### config.mk
export PLATFORM = sky130hd
export DESIGN_NAME = branch_predictor_f_flat
export DESIGN_NICKNAME = d
export VERILOG_FILES = /design/src/rtl/branch_predictor_f_pkg.sv /design/src/rtl/branch_predictor_f_if.sv /design/src/rtl/branch_predictor_f_bht_table.sv /design/src/rtl/branch_predictor_f.sv /design/src/flat_wrapper.sv
export SDC_FILE = /design/constraint.sdc
export NUM_CORES = 1
export LEC_CHECK = 0
export BUFFER_PORTS_ARGS = -buffer_cell sky130_fd_sc_hd__clkbuf_2
export CAP_MARGIN = 15
export CORE_AREA = 4 4 146 134
export CTS_BUF_LIST = sky130_fd_sc_hd__clkbuf_4 sky130_fd_sc_hd__clkbuf_8
export DETAILED_ROUTE_END_ITERATION = 10
export DIE_AREA = 0 0 150 138
export PLACE_DENSITY = 0.73
export SYNTH_ARGS = -nofsm -noshare
export SYNTH_HDL_FRONTEND = slang
export SYNTH_SLANG_ARGS = --single-unit
### constraint.sdc
create_clock -name iClk -period 3.9 [get_ports iClk]
set_input_delay 0.195 -clock iClk [delete_from_list [all_inputs] [get_ports iClk]]
set_output_delay 0.195 -clock iClk [all_outputs]
set_load 0.005 [all_outputs]
### src/rtl/branch_predictor_f_pkg.sv
// Shared types and opcode constants for the fetch-stage branch predictor.
package branch_predictor_f_pkg;

    typedef enum logic [1:0] {
        STRONG_NT = 2'b00,
        WEAK_NT   = 2'b01,
        WEAK_T    = 2'b10,
        STRONG_T  = 2'b11
    } ctr_e;

    localparam logic [6:0] OPC_BRANCH = 7'b1100011;
    localparam logic [6:0] OPC_JAL    = 7'b1101111;

endpackage

### src/rtl/branch_predictor_f_if.sv
// Fetch/Decode-side signal bundle of the branch predictor.
interface branch_predictor_f_if;
    logic [31:0] iPCF;
    logic [31:0] iInstrF;
    logic        iStallD;
    logic        iFlushD;
    logic        iResolveD;
    logic        iMispredictD;
    logic        oTakeJBF;
    logic [31:0] oTargetF;
    logic        oTakeJBD;

    modport master (
        output iPCF, iInstrF, iStallD, iFlushD, iResolveD, iMispredictD,
        input  oTakeJBF, oTargetF, oTakeJBD
    );

    modport slave (
        input  iPCF, iInstrF, iStallD, iFlushD, iResolveD, iMispredictD,
        output oTakeJBF, oTargetF, oTakeJBD
    );
endinterface

### src/rtl/branch_predictor_f_bht_table.sv
// Table of 2-bit saturating counters: async reset, combinational read, synchronous update.
module bht_table
    import branch_predictor_f_pkg::*;
#(
    parameter int unsigned IDX_W       = 6,
    parameter logic [1:0]  RESET_STATE = 2'b01
) (
    input  logic             iClk,
    input  logic             iRst,
    input  logic [IDX_W-1:0] rdIdx,
    output logic             rdTaken,
    input  logic             wrEn,
    input  logic [IDX_W-1:0] wrIdx,
    input  logic             wrTaken
);

    ctr_e ctr [2**IDX_W];

    function automatic ctr_e satInc(input ctr_e c);
        return (c == STRONG_T) ? STRONG_T : ctr_e'(c + 2'd1);
    endfunction

    function automatic ctr_e satDec(input ctr_e c);
        return (c == STRONG_NT) ? STRONG_NT : ctr_e'(c - 2'd1);
    endfunction

    // Read is not bypassed: a same-cycle update is seen on the next lookup.
    assign rdTaken = ctr[rdIdx][1];

    always_ff @(posedge iClk or posedge iRst) begin
        if (iRst) begin
            for (int i = 0; i < 2**IDX_W; i++) begin
                ctr[i] <= ctr_e'(RESET_STATE);
            end
        end else if (wrEn) begin
            ctr[wrIdx] <= wrTaken ? satInc(ctr[wrIdx]) : satDec(ctr[wrIdx]);
        end
    end

endmodule

### src/rtl/branch_predictor_f.sv
// Fetch-stage branch predictor: pre-decode, BHT lookup, F->D tracking and training.
// Optional gshare indexing when BHT_GSHARE_EN is defined.
module branch_predictor_f
    import branch_predictor_f_pkg::*;
#(
    parameter int unsigned IDX_W       = 6,
    parameter logic [1:0]  RESET_STATE = 2'b01
) (
    input logic                 iClk,
    input logic                 iRst,
    branch_predictor_f_if.slave bp
);

    logic [6:0]         opcode;
    logic               isBranch;
    logic               isJal;
    logic signed [31:0] immB;
    logic signed [31:0] immJ;
    logic signed [31:0] offset;
    logic               takeF;
    logic               ctrTaken;
    logic [IDX_W-1:0]   lookupIdx;
    logic               validD;
    logic               takeD;
    logic [IDX_W-1:0]   idxD;
    logic               update;
    logic               actual;

    assign opcode   = bp.iInstrF[6:0];
    assign isBranch = (opcode == OPC_BRANCH);
    assign isJal    = (opcode == OPC_JAL);

    assign immB = {{19{bp.iInstrF[31]}}, bp.iInstrF[31], bp.iInstrF[7],
                   bp.iInstrF[30:25], bp.iInstrF[11:8], 1'b0};
    assign immJ = {{11{bp.iInstrF[31]}}, bp.iInstrF[31], bp.iInstrF[19:12],
                   bp.iInstrF[20], bp.iInstrF[30:21], 1'b0};

    always_comb begin
        offset = 32'sd4;
        takeF  = 1'b0;
        if (isBranch) begin
            offset = immB;
            takeF  = ctrTaken;
        end else if (isJal) begin
            offset = immJ;
            takeF  = 1'b1;
        end
    end

    assign bp.oTakeJBF = takeF;
    assign bp.oTargetF = bp.iPCF + $unsigned(offset);

    assign update = bp.iResolveD & validD & ~bp.iStallD;
    assign actual = takeD ^ bp.iMispredictD;

`ifdef BHT_GSHARE_EN
    logic [IDX_W-1:0] history;

    always_ff @(posedge iClk or posedge iRst) begin
        if (iRst) begin
            history <= '0;
        end else if (update) begin
            history <= {history[IDX_W-2:0], actual};
        end
    end

    assign lookupIdx = bp.iPCF[IDX_W+1:2] ^ history;
`else
    assign lookupIdx = bp.iPCF[IDX_W+1:2];
`endif

    // F -> D boundary: flush wins over stall.
    always_ff @(posedge iClk or posedge iRst) begin
        if (iRst) begin
            validD <= 1'b0;
            takeD  <= 1'b0;
            idxD   <= '0;
        end else if (bp.iFlushD) begin
            validD <= 1'b0;
            takeD  <= 1'b0;
            idxD   <= '0;
        end else if (!bp.iStallD) begin
            validD <= 1'b1;
            takeD  <= takeF;
            idxD   <= lookupIdx;
        end
    end

    assign bp.oTakeJBD = takeD;

    bht_table #(
        .IDX_W       (IDX_W),
        .RESET_STATE (RESET_STATE)
    ) uTable (
        .iClk    (iClk),
        .iRst    (iRst),
        .rdIdx   (lookupIdx),
        .rdTaken (ctrTaken),
        .wrEn    (update),
        .wrIdx   (idxD),
        .wrTaken (actual)
    );

endmodule

### src/flat_wrapper.sv
// flat-port wrapper written by rule: the top's interface ports become plain ports
module branch_predictor_f_flat import branch_predictor_f_pkg::*;
#(
    parameter int unsigned IDX_W       = 6,
    parameter logic [1:0]  RESET_STATE = 2'b01
)
  (iClk, iRst, bp_iPCF, bp_iInstrF, bp_iStallD, bp_iFlushD, bp_iResolveD, bp_iMispredictD, bp_oTakeJBF, bp_oTargetF, bp_oTakeJBD);
  branch_predictor_f_if bp_i ();
  input logic iClk;
  input logic iRst;
  input wire logic [$bits(bp_i.iPCF)-1:0] bp_iPCF;
  input wire logic [$bits(bp_i.iInstrF)-1:0] bp_iInstrF;
  input wire logic [$bits(bp_i.iStallD)-1:0] bp_iStallD;
  input wire logic [$bits(bp_i.iFlushD)-1:0] bp_iFlushD;
  input wire logic [$bits(bp_i.iResolveD)-1:0] bp_iResolveD;
  input wire logic [$bits(bp_i.iMispredictD)-1:0] bp_iMispredictD;
  output wire logic [$bits(bp_i.oTakeJBF)-1:0] bp_oTakeJBF;
  output wire logic [$bits(bp_i.oTargetF)-1:0] bp_oTargetF;
  output wire logic [$bits(bp_i.oTakeJBD)-1:0] bp_oTakeJBD;
  assign bp_i.iPCF = bp_iPCF;
  assign bp_i.iInstrF = bp_iInstrF;
  assign bp_i.iStallD = bp_iStallD;
  assign bp_i.iFlushD = bp_iFlushD;
  assign bp_i.iResolveD = bp_iResolveD;
  assign bp_i.iMispredictD = bp_iMispredictD;
  assign bp_oTakeJBF = bp_i.oTakeJBF;
  assign bp_oTargetF = bp_i.oTargetF;
  assign bp_oTakeJBD = bp_i.oTakeJBD;
  branch_predictor_f #(.IDX_W(IDX_W), .RESET_STATE(RESET_STATE)) u_core (.iClk(iClk), .iRst(iRst), .bp(bp_i));
endmodule
==> summary by stage <==
Run status
The run finished with clean final reports.

Critical path
In this design, the stage delay of the slowest critical-path cell is 0.43 ns. The data arrival time of the critical path is 3.45 ns. The slack of the worst reg-to-reg path is 0.50 ns. Walking the worst path, the cells encountered are clkbuf_2, nand4_1, nor4_1, buf_4, and2_1, buf_4, a21o_1, ha_1, nand3_1, a21oi_1, a211o_1, a21o_1, a221oi_4, o21ai_0, a2111o_1, o2111ai_1, clkbuf_2. In this run the worst path has a maximum fanout of 8. The buffers plus inverters on the worst setup path is 4. The worst setup path is launched from a primary input.

The critical path data required time is 3.70 ns. The slowest stage of the critical path belongs to the cell sky130_fd_sc_hd__a2111o_1. The cell family contributing the most delay on the critical path is compound AO/OA/AOI/OAI gates. The kind of end point of the critical path is an output port. The kind of critical path is in2out.

Clock tree
The clock buffer count from CTS is 17. The cell chosen for the clock root is sky130_fd_sc_hd__clkbuf_8. The deepest clock path buffer count is 2.

The clock insertion delay at the later pin of the skew report is 0.46 ns. TritonCTS built the clock tree. CTS built an H-tree with a depth of 4. The number of sinks driven by the clock tree is 136. Clock-pin slew was measured on the worst setup and hold paths at 0.08 ns. The count of buffers added by post-CTS timing repair for setup is 0.

Finish
The most common library cell in the layout ignoring fill and taps is sky130_fd_sc_hd__nand2_1. The final net count is 1076. The layout has 1590 filler cells. The library cells used most frequently in the layout, excluding fill and tap cells, are 151 x sky130_fd_sc_hd__nand2_1, 101 x sky130_fd_sc_hd__clkbuf_2, 75 x sky130_fd_sc_hd__o21ai_0.

Relative to the synthesized area, the layout overhead comes to 14.2%. The fraction of the core area covered by cells at the end of the flow is 55.7%. The share of final-layout standard cells stronger than drive strength 1 is 34.5%. The non-filler instance count after layout is 1231. The number of antenna diodes in the final layout is 0.

GRT
The largest net degree at the start of global routing is 71. Global routing consumed, over all layers together, 22.8% of the routing resources. The number of global-route vias before repair is 7129. The first global-routing pass estimated 37600 um of wire.

The total congestion overflow is 0. The number of antenna violations at the first check in global routing is 0.

Power
The worst vdd rail ir drop is 247 uV. The total power density per cell area is 335 nW/um^2. The clock network power share is 39.3%.

The part of the power in registers is 44.7%. Cell internal power was estimated by the tool at 2.45 mW. The fraction of power spent switching nets is 27.6%. The combinational group share of total power is 16.0%. In this run the power spent charging and discharging nets is 933 uW.

In this run the static leakage power is 4.53 nW. Overall power consumption after layout is estimated at 3.38 mW.

Routing
In the routed design, unresolved DRC markers number 0. The per-cell routed wire length is 19.2 um. The number of detailed-routing iterations run before antenna repair is 6. The detailed router placed 7398 vias in this run. Dividing the detail-routed via count by the number of cells gives 6.01. The detail route stage leaves a number of antenna-violating nets equal to 0.

The total wire length is 23700 um. The detailed router finished its first iteration with 541 violations.

Synth
In this run, synthesis produced a sequential element count of 136. The sequential fraction of the synthesis area is 39.4%. The most used flip-flop cell after synthesis is sky130_fd_sc_hd__dfrtp_1. In this run, distinct cell masters in the synthesized netlist total 67. The share of async-settable or async-resettable flops after synthesis is 100%. Counting flops with a built-in enable in the synthesized netlist gives 0. Counting every net in the synthesized netlist gives 975. For this run, the number of Yosys warnings is 0. The mapped netlist covers 8840 um^2.

The cell count after synthesis is 872. After synthesis, the mean cell area works out to 10.1 um^2.

Placed design
Routability-driven placement finished with a final weighted congestion of 0.881. The HPWL reported at the end of detailed placement is 16800 um. The number of buffers added on ports is 101.

Once placement completed, the tool counted placed cells totaling 1198.

Timing
The minimum period implied by the final worst setup slack is 3.65 ns. Setup repair after global routing left no endpoint under its margin. On the final layout, the worst clock skew is 0.0124 ns.

The slew of the pin with the lowest slew margin is 1.14 ns. The number of hold violations in the final report is 0. For this run, the top clock speed supported by timing is 0.274 GHz. The post-route clock period utilization is 93.5%. The worst slew margin relative to its limit is 23.6%. Setup violations remaining at the end of the flow were counted as 0. The final count of pins violating max slew is 0.

The final setup TNS is 0 ns. The worst hold slack is 0.0340 ns.

Die
The initial core utilization is 48.8%. The core region is 18100 um^2. The site row count is 47.

The area of the die is 20700 um^2. The chip width is 150 um. During I/O placement, the number of pins put on the boundary was 104.

The floorplan step set the die height to 138 um.

Worst hold path
The path type of the worst min-delay path is in2reg.

Run
Across the run, the number of max-cap violations was 0.
## sequential cells by signal, indices dropped and copies added, names as in the netlist
| name | count |
|---|---|
| u_core.idxD | 6 |
| u_core.bp.oTakeJBD | 1 |
| u_core.validD | 1 |
| u_core.uTable.ctr | 128 |
## Yosys cell counts (all sizes together), types with 3 or more instances
master  instances  share of area, %
a21boi          5              0.42
a21oi          33               1.9
a22o            7              0.69
a22oi          11              0.93
clkbuf         20              0.92
nor2           47               2.0
nand4           4              0.28
mux2i          21               2.4
dfrtp          72                20
nand3b          7              0.59
a21o           23               2.0
a31oi           3              0.21
o211ai          6              0.51
and2            5              0.35
nor4            3              0.21
mux2           76               9.9
a221oi         16               1.7
inv            15              0.64
xor2            8              0.79
nand2         151               6.4
buf            28               2.5
ha             32               4.5
o21ai          76               4.3
nor3           11              0.68
mux4           29               7.5
and3            9              0.64
xnor2          19               1.9
nand3          16              0.91
o22ai           3              0.21
nor2b          15               1.1
dfstp          64                19
nand2b          3              0.21
o21bai          3              0.25
## per-layer routing
layer | up-vias | part of all wire [%] | track usage [%] | routed length (um)
met3 | 45 | 10 | 4.94 | 2470
met2 | 387 | 45 | 34.0 | 10500
met1 | 3579 | 43 | 33.3 | 10100
li1 | 3387 | - | - | -
met5 | - | 0 | 0 | 0
met4 | 0 | 2.1 | 7.46 | 506
## worst register-to-register path: cells and delay by family, from the launching register on
kind / cells / cell delay [ns]
multiplexers: 1 / 0.43
AND/OR/NAND/NOR: 2 / 1.16
AO/OA/AOI/OAI: 3 / 0.68
flip-flops: 1 / 0.48
adder cells (fa/ha/maj): 1 / 0.58
## path summary, 6_finish.rpt
check / start / endpoint / cells past startpoint
worst max-delay path: bp_iInstrF[1] / bp_oTargetF[26] / 17
worst min-delay path: bp_iFlushD / u_core.validD$_DFFE_PP0P_ / 2
worst max register to register: u_core.idxD[0]$_DFFE_PP0P_ / u_core.uTable.ctr[80]$_DFFE_PP1P_ / 7
worst min register to register: u_core.uTable.ctr[11]$_DFFE_PP0P_ / u_core.uTable.ctr[11]$_DFFE_PP0P_ / 2
max in group asynchronous: iRst / u_core.uTable.ctr[64]$_DFFE_PP1P_ / 4
min in group asynchronous: iRst / u_core.uTable.ctr[117]$_DFFE_PP0P_ / 3
## what timing repair did
action,CTS,global route
gates resized for setup,0,6
hold buffers,1,0
endpoints found under the hold margin,34,0
setup endpoints to repair,0,6
## cell type report
cell class / instances / area [um^2] / share of cell area (%)
Tap cell: 245 / 307 / 3.04
Sequential cell: 136 / 3480 / 34.5
Clock inverter: 10 / 165 / 1.64
Inverter: 16 / 62.6 / 0.620
Clock buffer: 22 / 290 / 2.88
Timing Repair Buffer: 130 / 763 / 7.56
Multi-Input combinational cell: 672 / 5020 / 49.7
## power by group through the flow
stage                     Clock, mW  Sequential (mW)  Combinational (mW)
after floorplan                   0             1.51               0.388
after global placement            0             1.53               0.531
after detailed placement          0             1.54               0.537
after CTS                      1.34             1.51               0.540
after global routing           1.40             1.52               0.588
final                          1.33             1.51               0.540
## logic make-up (layout without fill, tap and decap cells)
group / Yosys count / count (layout) / synth area share, %
muxes: 126 / 126 / 19.7
adders and majority gates: 35 / 35 / 5.03
AOI/OAI and AO/OA: 205 / 205 / 14.9
buffers and inverters: 64 / 178 / 4.12
xor gates and xnor gates: 27 / 27 / 2.68
and+or+nand+nor: 279 / 279 / 14.1
DFF: 136 / 136 / 39.4
## per-stage QoR
stage                     cell area, um^2  setup slack (ns)
after floorplan                      8840            0.0872
after global placement               9600             0.121
after detailed placement             9600            0.0220
after CTS                           10100           0.00509
after global routing                10100            0.0366
final                               10100             0.254
Note: power is estimated with default switching activity, not from simulation.
